### config.mk
export PLATFORM = sky130hd
export DESIGN_NAME = load_store_unit
export DESIGN_NICKNAME = d
export VERILOG_FILES = /design/src/rtl/load_store_unit.sv
export SDC_FILE = /design/constraint.sdc
export NUM_CORES = 1
export LEC_CHECK = 0
export ABC_AREA = 1
export CORE_MARGIN = 2
export CORE_UTILIZATION = 46
export CTS_CLUSTER_DIAMETER = 30
export DETAILED_ROUTE_END_ITERATION = 16
export PLACE_DENSITY = 0.83
export SLEW_MARGIN = 20
export SYNTH_ARGS = -nofsm -noshare
export SYNTH_HDL_FRONTEND = slang
export SYNTH_SLANG_ARGS = --single-unit
### constraint.sdc
create_clock -name clk_i -period 5.45 [get_ports clk_i]
set_input_delay 1.3625 -clock clk_i [delete_from_list [all_inputs] [get_ports clk_i]]
set_output_delay 1.3625 -clock clk_i [all_outputs]
set_load 0.02 [all_outputs]
### src/rtl/load_store_unit.sv
// load_store_unit
//   Memory-stage load/store engine for RV32. It accepts one load or store from
//   the execute/memory pipeline register and checks funct3 legality and
//   alignment. It builds size, byte strobes and lane-replicated store data,
//   then runs the request/response handshake with the memory wrapper. Finally
//   it returns the extracted, sign/zero-extended load value or an exception to
//   writeback. Only one transaction is in flight at a time.
//
// Handshakes: every channel uses valid/ready. A beat transfers on a rising
// clk_i edge where both valid and ready are high. A raised valid is never
// withdrawn, and its payload stays unchanged until that transfer.
//
// Ports
//   clk_i, rst_i             clock, synchronous active-high reset
//   op_valid_i/op_ready_o    operation handshake from the pipeline
//   op_store_i, op_funct3_i  operation kind and RV32 funct3
//   op_addr_i, op_wdata_i    effective address and store source
//   flush_i                  pipeline flush (result of the pending op dropped)
//   data_req_*               request channel to the memory wrapper
//   data_rsp_*               response channel from the memory wrapper
//   res_valid_o/res_ready_i  result handshake to writeback
//   res_data_o, res_exc_o, res_exc_cause_o  load value / exception + mcause
//   busy_o                   high whenever the FSM is outside IDLE
module load_store_unit #(
  parameter int ADDR_WIDTH = 32,
  parameter int DATA_WIDTH = 32
) (
  input  logic                  clk_i,
  input  logic                  rst_i,
  input  logic                  op_valid_i,
  output logic                  op_ready_o,
  input  logic                  op_store_i,
  input  logic [2:0]            op_funct3_i,
  input  logic [ADDR_WIDTH-1:0] op_addr_i,
  input  logic [DATA_WIDTH-1:0] op_wdata_i,
  input  logic                  flush_i,
  output logic                  data_req_valid_o,
  input  logic                  data_req_ready_i,
  output logic [ADDR_WIDTH-1:0] data_req_addr_o,
  output logic                  data_req_write_o,
  output logic [2:0]            data_req_size_o,
  output logic [DATA_WIDTH-1:0] data_req_data_o,
  output logic [3:0]            data_req_strb_o,
  input  logic                  data_rsp_valid_i,
  output logic                  data_rsp_ready_o,
  input  logic [DATA_WIDTH-1:0] data_rsp_data_i,
  input  logic                  data_rsp_error_i,
  output logic                  res_valid_o,
  input  logic                  res_ready_i,
  output logic [DATA_WIDTH-1:0] res_data_o,
  output logic                  res_exc_o,
  output logic [3:0]            res_exc_cause_o,
  output logic                  busy_o
);

  typedef enum logic [1:0] {
    S_IDLE = 2'd0,
    S_REQ  = 2'd1,
    S_RSP  = 2'd2,
    S_DONE = 2'd3
  } state_e;

  localparam logic [3:0] CAUSE_LD_MISALIGN = 4'd4;
  localparam logic [3:0] CAUSE_LD_FAULT    = 4'd5;
  localparam logic [3:0] CAUSE_ST_MISALIGN = 4'd6;
  localparam logic [3:0] CAUSE_ST_FAULT    = 4'd7;

  state_e                state_q, state_d;
  logic                  kill_q, kill_d;
  logic [ADDR_WIDTH-1:0] req_addr_q, req_addr_d;
  logic                  req_write_q, req_write_d;
  logic [2:0]            req_size_q, req_size_d;
  logic [DATA_WIDTH-1:0] req_data_q, req_data_d;
  logic [3:0]            req_strb_q, req_strb_d;
  logic [2:0]            funct3_q, funct3_d;
  logic [DATA_WIDTH-1:0] res_data_q, res_data_d;
  logic                  res_exc_q, res_exc_d;
  logic [3:0]            res_cause_q, res_cause_d;

  // Accept-time decode of the incoming operation
  logic                  op_illegal;
  logic                  op_misaligned;
  logic [3:0]            op_strb;
  logic [DATA_WIDTH-1:0] op_wdata;

  always_comb begin
    // Legal loads: LB LH LW LBU LHU. Legal stores: SB SH SW.
    if (op_store_i) begin
      op_illegal = op_funct3_i[2] | (op_funct3_i[1:0] == 2'b11);
    end else begin
      op_illegal = (op_funct3_i[1:0] == 2'b11) | (op_funct3_i == 3'b110);
    end

    op_misaligned = ((op_funct3_i[1:0] == 2'b01) & op_addr_i[0]) |
                    ((op_funct3_i[1:0] == 2'b10) & (op_addr_i[1:0] != 2'b00));

    op_strb  = 4'b1111;
    op_wdata = '0;
    if (op_store_i) begin
      case (op_funct3_i[1:0])
        2'b00: begin
          op_strb  = 4'b0001 << op_addr_i[1:0];
          op_wdata = {4{op_wdata_i[7:0]}};
        end
        2'b01: begin
          op_strb  = 4'b0011 << op_addr_i[1:0];
          op_wdata = {2{op_wdata_i[15:0]}};
        end
        default: begin
          op_strb  = 4'b1111;
          op_wdata = op_wdata_i;
        end
      endcase
    end
  end

  // Load extraction: move the addressed lane down to bit 0, then extend
  logic [DATA_WIDTH-1:0] rsp_shift;
  logic [DATA_WIDTH-1:0] load_val;

  assign rsp_shift = data_rsp_data_i >> {req_addr_q[1:0], 3'b000};

  always_comb begin
    load_val = data_rsp_data_i;
    case (funct3_q)
      3'b000:  load_val = {{24{rsp_shift[7]}}, rsp_shift[7:0]};
      3'b100:  load_val = {24'b0, rsp_shift[7:0]};
      3'b001:  load_val = {{16{rsp_shift[15]}}, rsp_shift[15:0]};
      3'b101:  load_val = {16'b0, rsp_shift[15:0]};
      default: load_val = data_rsp_data_i;
    endcase
  end

  // Next-state logic
  always_comb begin
    state_d     = state_q;
    kill_d      = kill_q;
    req_addr_d  = req_addr_q;
    req_write_d = req_write_q;
    req_size_d  = req_size_q;
    req_data_d  = req_data_q;
    req_strb_d  = req_strb_q;
    funct3_d    = funct3_q;
    res_data_d  = res_data_q;
    res_exc_d   = res_exc_q;
    res_cause_d = res_cause_q;

    case (state_q)
      S_IDLE: begin
        kill_d = 1'b0;
        if (op_valid_i && !flush_i) begin
          if (op_illegal) begin
            res_data_d  = '0;
            res_exc_d   = 1'b1;
            res_cause_d = op_store_i ? CAUSE_ST_FAULT : CAUSE_LD_FAULT;
            state_d     = S_DONE;
          end else if (op_misaligned) begin
            res_data_d  = '0;
            res_exc_d   = 1'b1;
            res_cause_d = op_store_i ? CAUSE_ST_MISALIGN : CAUSE_LD_MISALIGN;
            state_d     = S_DONE;
          end else begin
            req_addr_d  = op_addr_i;
            req_write_d = op_store_i;
            req_size_d  = {1'b0, op_funct3_i[1:0]};
            req_data_d  = op_wdata;
            req_strb_d  = op_strb;
            funct3_d    = op_funct3_i;
            state_d     = S_REQ;
          end
        end
      end

      S_REQ: begin
        // A flush cannot retract the request; remember it instead.
        if (flush_i) kill_d = 1'b1;
        if (data_req_ready_i) state_d = S_RSP;
      end

      S_RSP: begin
        if (flush_i) kill_d = 1'b1;
        if (data_rsp_valid_i) begin
          if (kill_q || flush_i) begin
            // Response drained and discarded.
            kill_d  = 1'b0;
            state_d = S_IDLE;
          end else begin
            if (data_rsp_error_i) begin
              res_data_d  = '0;
              res_exc_d   = 1'b1;
              res_cause_d = req_write_q ? CAUSE_ST_FAULT : CAUSE_LD_FAULT;
            end else begin
              res_data_d  = req_write_q ? '0 : load_val;
              res_exc_d   = 1'b0;
              res_cause_d = 4'd0;
            end
            state_d = S_DONE;
          end
        end
      end

      S_DONE: begin
        if (res_ready_i || flush_i) state_d = S_IDLE;
      end

      default: state_d = S_IDLE;
    endcase
  end

  always_ff @(posedge clk_i) begin
    if (rst_i) begin
      state_q     <= S_IDLE;
      kill_q      <= 1'b0;
      req_addr_q  <= '0;
      req_write_q <= 1'b0;
      req_size_q  <= 3'b000;
      req_data_q  <= '0;
      req_strb_q  <= 4'b0000;
      funct3_q    <= 3'b000;
      res_data_q  <= '0;
      res_exc_q   <= 1'b0;
      res_cause_q <= 4'd0;
    end else begin
      state_q     <= state_d;
      kill_q      <= kill_d;
      req_addr_q  <= req_addr_d;
      req_write_q <= req_write_d;
      req_size_q  <= req_size_d;
      req_data_q  <= req_data_d;
      req_strb_q  <= req_strb_d;
      funct3_q    <= funct3_d;
      res_data_q  <= res_data_d;
      res_exc_q   <= res_exc_d;
      res_cause_q <= res_cause_d;
    end
  end

  assign op_ready_o       = (state_q == S_IDLE);
  assign busy_o           = (state_q != S_IDLE);
  assign data_req_valid_o = (state_q == S_REQ);
  assign data_rsp_ready_o = (state_q == S_RSP);
  assign res_valid_o      = (state_q == S_DONE);
  assign data_req_addr_o  = req_addr_q;
  assign data_req_write_o = req_write_q;
  assign data_req_size_o  = req_size_q;
  assign data_req_data_o  = req_data_q;
  assign data_req_strb_o  = req_strb_q;
  assign res_data_o       = res_data_q;
  assign res_exc_o        = res_exc_q;
  assign res_exc_cause_o  = res_cause_q;

endmodule

---- Yosys cells after proc, flatten, opt, wreduce, memory -nomap -nowiden ----
Index checks and enable logic that the tools add are counted.
word-level totals
  bits in registers ....................... 114
operators by class
  equal/unequal tests ..................... 16
  shift-type cells ........................ 3
  mux-type cells .......................... 43
  bitwise logic cells ..................... 7
  reductions and logical operators ........ 14
operators with widths
  cell                   number
  $mux W32               8
  $pmux W32 S2           2
  $pmux W32 S4           1
  $shr A32 B5 Y16        1
  $mux W4                6
  $mux W2                10
  $pmux W4 S2            2
  $mux W1                10
  $eq A3 B3 Y1 const B   3
  $eq A2 B2 Y1 const B   4
  $pmux W2 S4            1
  $reduce_and A4 Y1      2
  $ne A2 B1 Y1 const B   3
  $reduce_bool A2 Y1     3
  $reduce_and A5 Y1      1
  $eq A2 B1 Y1 const B   2
  $logic_not A2 Y1       2
  $ne A2 B2 Y1 const B   2
  $shl A1 B2 Y4 const A  1
  $shl A2 B2 Y4 const A  1
  $eq A3 B1 Y1 const B   1
  $logic_not A3 Y1       1
  $mux W3                1
  $ne A3 B1 Y1 const B   1
  other kinds (9)        14

---- Logic depth before layout (Yosys ltp) ----
  depth after elaboration ................. 7
  gate-level depth with buffers ........... 11
  mapped depth without buffers ............ 10

---- Least setup slack after synthesis ----
OpenSTA, ideal clock, no wires.
  path kind ............................... input to register
  from .................................... input port op_funct3_i[1]
  to ...................................... register req_write_q, in the netlist data_req_write_o
  arrival ................................. 2.270 ns
  slack ................................... 3.047 ns
  stages .................................. 10
  buffers on the path ..................... 2
  cells stage by stage .................... inv_2 nand2_1 nand2_1 nand2_1 nor2_2 nand2_4 buf_4 buf_6 nand2_1 a21oi_1
between the ends
  longest elaborated chain between the ends .. 5
  elaborated cells on any way between the ends .. 13
  those cells by class .................... 4 x eq/ne; 1 x mux; 7 x bitwise; 1 x reduce/logical
ends and longest elaborated chain
  element                                         line    RTL
  start, declared                                 33      input logic [2:0] op_funct3_i,
  $eq A3 B3 Y1, or another cell as far along      91      op_illegal = (op_funct3_i[1:0] == 2'b11) | (op_funct3_i == 3'b110);
  $or A1 B1 Y1, or another cell as far along      91
  $mux W1 / $or A1 B1 Y1 (equally long branches)  88, 94
  $not A1 Y1 (no source line)                     --
  $reduce_and A4 Y1 (no source line) *            --
  end signal, assigned                            227     req_write_q <= req_write_d;
  end, declared                                   71      logic req_write_q, req_write_d;
Every way passes the cells marked *; elsewhere a longest branch is shown, timed or not.
A chain may end at the register's enable or synchronous reset.

---- Worst setup path in the final report ----
  from .................................... input port op_funct3_i[1]
  to ...................................... register req_data_q[14], in the netlist data_req_data_o[14]
between the ends
  longest elaborated chain between the ends .. 5
  elaborated cells on any way between the ends .. 16
  those cells by class .................... 4 x eq/ne; 3 x mux; 7 x bitwise; 2 x reduce/logical
ends and longest elaborated chain
  element                                         line    RTL
  $eq A3 B3 Y1, or another cell as far along      91
  $or A1 B1 Y1, or another cell as far along      91
  $mux W1 / $or A1 B1 Y1 (equally long branches)  88, 94
  $not A1 Y1 (no source line)                     --
  $reduce_and A4 Y1 (no source line)              --
  end signal, assigned                            229     req_data_q <= req_data_d;
  end, declared                                   73      logic [DATA_WIDTH-1:0] req_data_q, req_data_d;
Several ways; a longest one is shown, not always the timed one.

==> impl_metrics.env <==
export IMPL_sinks_on_clock_net=110
export IMPL_wl_mm=16.7
export IMPL_detail_route_drc_violations=0
export IMPL_areaGrowthSynthToFinish_pct=46.2
export IMPL_postSynthRegisterBits=110
export IMPL_final_antenna_net_count=0
export IMPL_p_per_area_nw_per_um2=323
export IMPL_synthesis_instances=776
export IMPL_ir_worst_vdd_mv=0.200
export IMPL_data_required_time_at_the_worst_endpoint_ns=5.72
export IMPL_clk_pin_slew_ns=0.08
export IMPL_routabilityCongestion=0.902
export IMPL_timing_critical_path_max_delay_family="buffers and inverters"
export IMPL_placement_io_buffers=219
export IMPL_diodes=0
export IMPL_synth_area_top_cells="dfxtp_1 42%, nand2_1 14%, nor2_1 8.9%"
export IMPL_report_power_total_mw=2.47
export IMPL_grt_setup_unrepaired="false"
export IMPL_switchingPower_mw=0.907
export IMPL_p_int_mw=1.57
export IMPL_sw_frac_of_total=0.366
export IMPL_setup_worst_path_class="in2reg"
export IMPL_critical_path_slowest_cell="clkdlybuf4s50_1"
export IMPL_synth_largest_area_cell="dfxtp_1"
export IMPL_cts_repair_timing_setup_buffer_count=0
export IMPL_ys_warnings_count=0
export IMPL_holdBufCountCts=0
export IMPL_critical_path_endpoint_type="flop"
export IMPL_max_clock_path_buffers=2
export IMPL_final_period_minus_worst_setup_slack_ns=3.94
export IMPL_critPathLaunch="op_funct3_i[1]"
export IMPL_postSynth_asyncResetShare=0
export IMPL_total_leakage_power_nw=2.92
export IMPL_period_share=0.723
export IMPL_power_frac_clock=0.258
export IMPL_finalNetCount=1075
export IMPL_syn_area_um2=5250
export IMPL_htreeDepth=3
export IMPL_largest_net_degree_at_the_start_of_global_routing=65
export IMPL_cp_data_arrival_time_ns=4.21
export IMPL_cts_made_buffers=9
export IMPL_report_final_setup_viol=0
export IMPL_grt_pass1_vias=5366
export IMPL_synth_seq_area_share=0.420
export IMPL_dr_first_iter_drc_count=344
export IMPL_std_cell_rows=38
export IMPL_startpoint_type="primary input"
export IMPL_critPathMaxFanout=50
export IMPL_ratio_of_cells_with_drive_above_1_in_the_final_layout=0.0487
export IMPL_regToRegStartpoint="state_q[0]$_SDFFE_PP0P_"
export IMPL_post_cts_resized=0
export IMPL_via_density_per_instance=5.18
export IMPL_grt_antenna_before_repair=0
export IMPL_run_status="complete, no violations"
export IMPL_crit_buf_inv=3
export IMPL_global_route_usage_total=0.266
export IMPL_hold_path_startpoint="kill_q$_SDFFE_PP0P_"
export IMPL_timing_critical_path_mode_cell="nand2_1"
export IMPL_synth_main_ff_cell="dfxtp_1"
export IMPL_comb_power_share=0.365
export IMPL_pre_cts_ws_ns=1.18
export IMPL_critical_path_cell_chain="clkdlybuf4s50_1 -> inv_2 -> nand2_1 -> nand2_1 -> nand2_1 -> nor2_2 -> nand2_4 -> inv_2 -> nand2_1 -> a21oi_1"
export IMPL_placeableCoreArea_um2=11000
export IMPL_global_route_overflow_total=0
export IMPL_synth_enable_flop_cells=0
export IMPL_cts_tree="yes"
export IMPL_achievable_frequency_ghz=0.254
export IMPL_initial_utilization=0.478
export IMPL_number_of_maximum_capacitance_violations=0
export IMPL_clock_root_buffer="clkbuf_16"
export IMPL_worst_slew_pin_slew_ns=0.820
export IMPL_min_delay_path_class="reg2reg"
export IMPL_post_synth_cell_area_avg_um2=6.76
export IMPL_route_detailed_wl_per_inst_um=15.1
export IMPL_clkLatencyLatePin_ns=0.35
export IMPL_dr_pass1_iters=5
export IMPL_max_stage_delay_ns=0.72
export IMPL_count_of_distinct_cell_types_in_the_synthesized_netlist=36
export IMPL_die_x_um=111
export IMPL_ioPinCount=222
export IMPL_post_route_worst_setup_slack_ns=1.51
export IMPL_final_max_slew_viol_count=0
export IMPL_grt_pass1_wl_mm=26.8
export IMPL_die_area_um2=12300
export IMPL_most_common_cell_after_layout_fill_and_taps_aside="clkdlybuf4s50_1"
export IMPL_p_seq_frac=0.377
export IMPL_post_synth_top_area_fraction=0.420
export IMPL_dp_hpwl_mm=11.8
export IMPL_total_via_count_in_the_routed_design=5724
export IMPL_slew_limit_headroom=0.453
export IMPL_setup_total_negative_slack_ns=0
export IMPL_layout_cells_most_common_list="218 x clkdlybuf4s50_1, 202 x nand2_1, 124 x nor2_1"
export IMPL_die_height_um=111
export IMPL_final_hold_viol_count=0
export IMPL_skew_final_ns=0.0103
## power groups by stage
stage	logic, mW	clock network [mW]	registers, mW
finish	0.904	0.638	0.933
global route	0.984	0.683	0.943
CTS	0.907	0.642	0.933
detailed placement	0.903	0	0.949
global placement	0.896	0	0.949
floorplan	0.482	0	1.02
## through the flow
stage | cell area, um2 | hold WS [ns] | util | std cells
after detailed placement | 7380 | 0.452 | 0.672 | 1090
after global routing | 7670 | 0.484 | 0.698 | 1106
after CTS | 7670 | 0.463 | 0.698 | 1106
final | 7670 | 0.462 | 0.698 | 1106
after global placement | 7380 | 0.444 | 0.672 | 1090
after floorplan | 5250 | 0.431 | - | 777
## routing by layer
metal  global-route usage  part of all wire  vias up
met5                    0                 0        -
met4               0.0825             0.021        0
met3               0.0744             0.098       27
met2                0.443              0.47      281
met1                0.334              0.41     2556
li1                     -                 -     2860
## synthesized netlist by cell type, types with 2 or more instances
cell type,n
nand2_1,202
nor2_1,124
dfxtp_1,110
a21oi_1,84
o21ai_0,78
inv_1,37
nand3_1,35
clkbuf_1,23
buf_2,13
buf_4,12
inv_2,8
ha_1,6
o21ai_1,6
or2_2,6
o2111ai_1,3
o21a_1,3
o221ai_1,3
a211oi_1,2
nand2_2,2
nand2_4,2
nor2_4,2
## cell type report
type | instances | area, um2
inverters | 45 | 169
fillers | 932 | 3310
well taps | 140 | 175
clock inverters | 6 | 56.3
multi-input cells | 572 | 2620
clock buffers | 10 | 229
repair buffers | 223 | 2220
flip-flops and latches | 110 | 2200
## state kept, by name (all words and copies together), names as in the netlist
| register | cells |
|---|---|
| data_req_addr_o | 32 |
| data_req_data_o | 32 |
| res_data_o | 32 |
| data_req_strb_o | 4 |
| funct3_q | 3 |
| res_exc_cause_o | 2 |
| state_q | 2 |
| data_req_write_o | 1 |
| kill_q | 1 |
| res_exc_o | 1 |
## path summary, 6_finish.rpt
kind	cells past startpoint	to	slack, ns
hold reg to reg	2	kill_q$_SDFFE_PP0P_	0.46
setup / recovery	10	data_req_data_o[14]$_SDFFE_PP0P_	1.51
hold / removal	2	kill_q$_SDFFE_PP0P_	0.46
setup reg to reg	10	res_data_o[4]$_SDFFE_PP0P_	3.19
## cell families after synthesis
family	share of synthesized area
and+or+nand+nor	0.300
DFF	0.420
adders and majority gates	0.0143
buffers and inverters	0.0811
AOI/OAI and AO/OA	0.184
other	0.000715
## worst min-delay path, delay by kind of cell, from the launching register on
family          cells  cell delay, ns
flops               1            0.31
compound gates      1            0.05
buf+inv             1            0.05
Note: power is estimated with default switching activity, not from simulation.
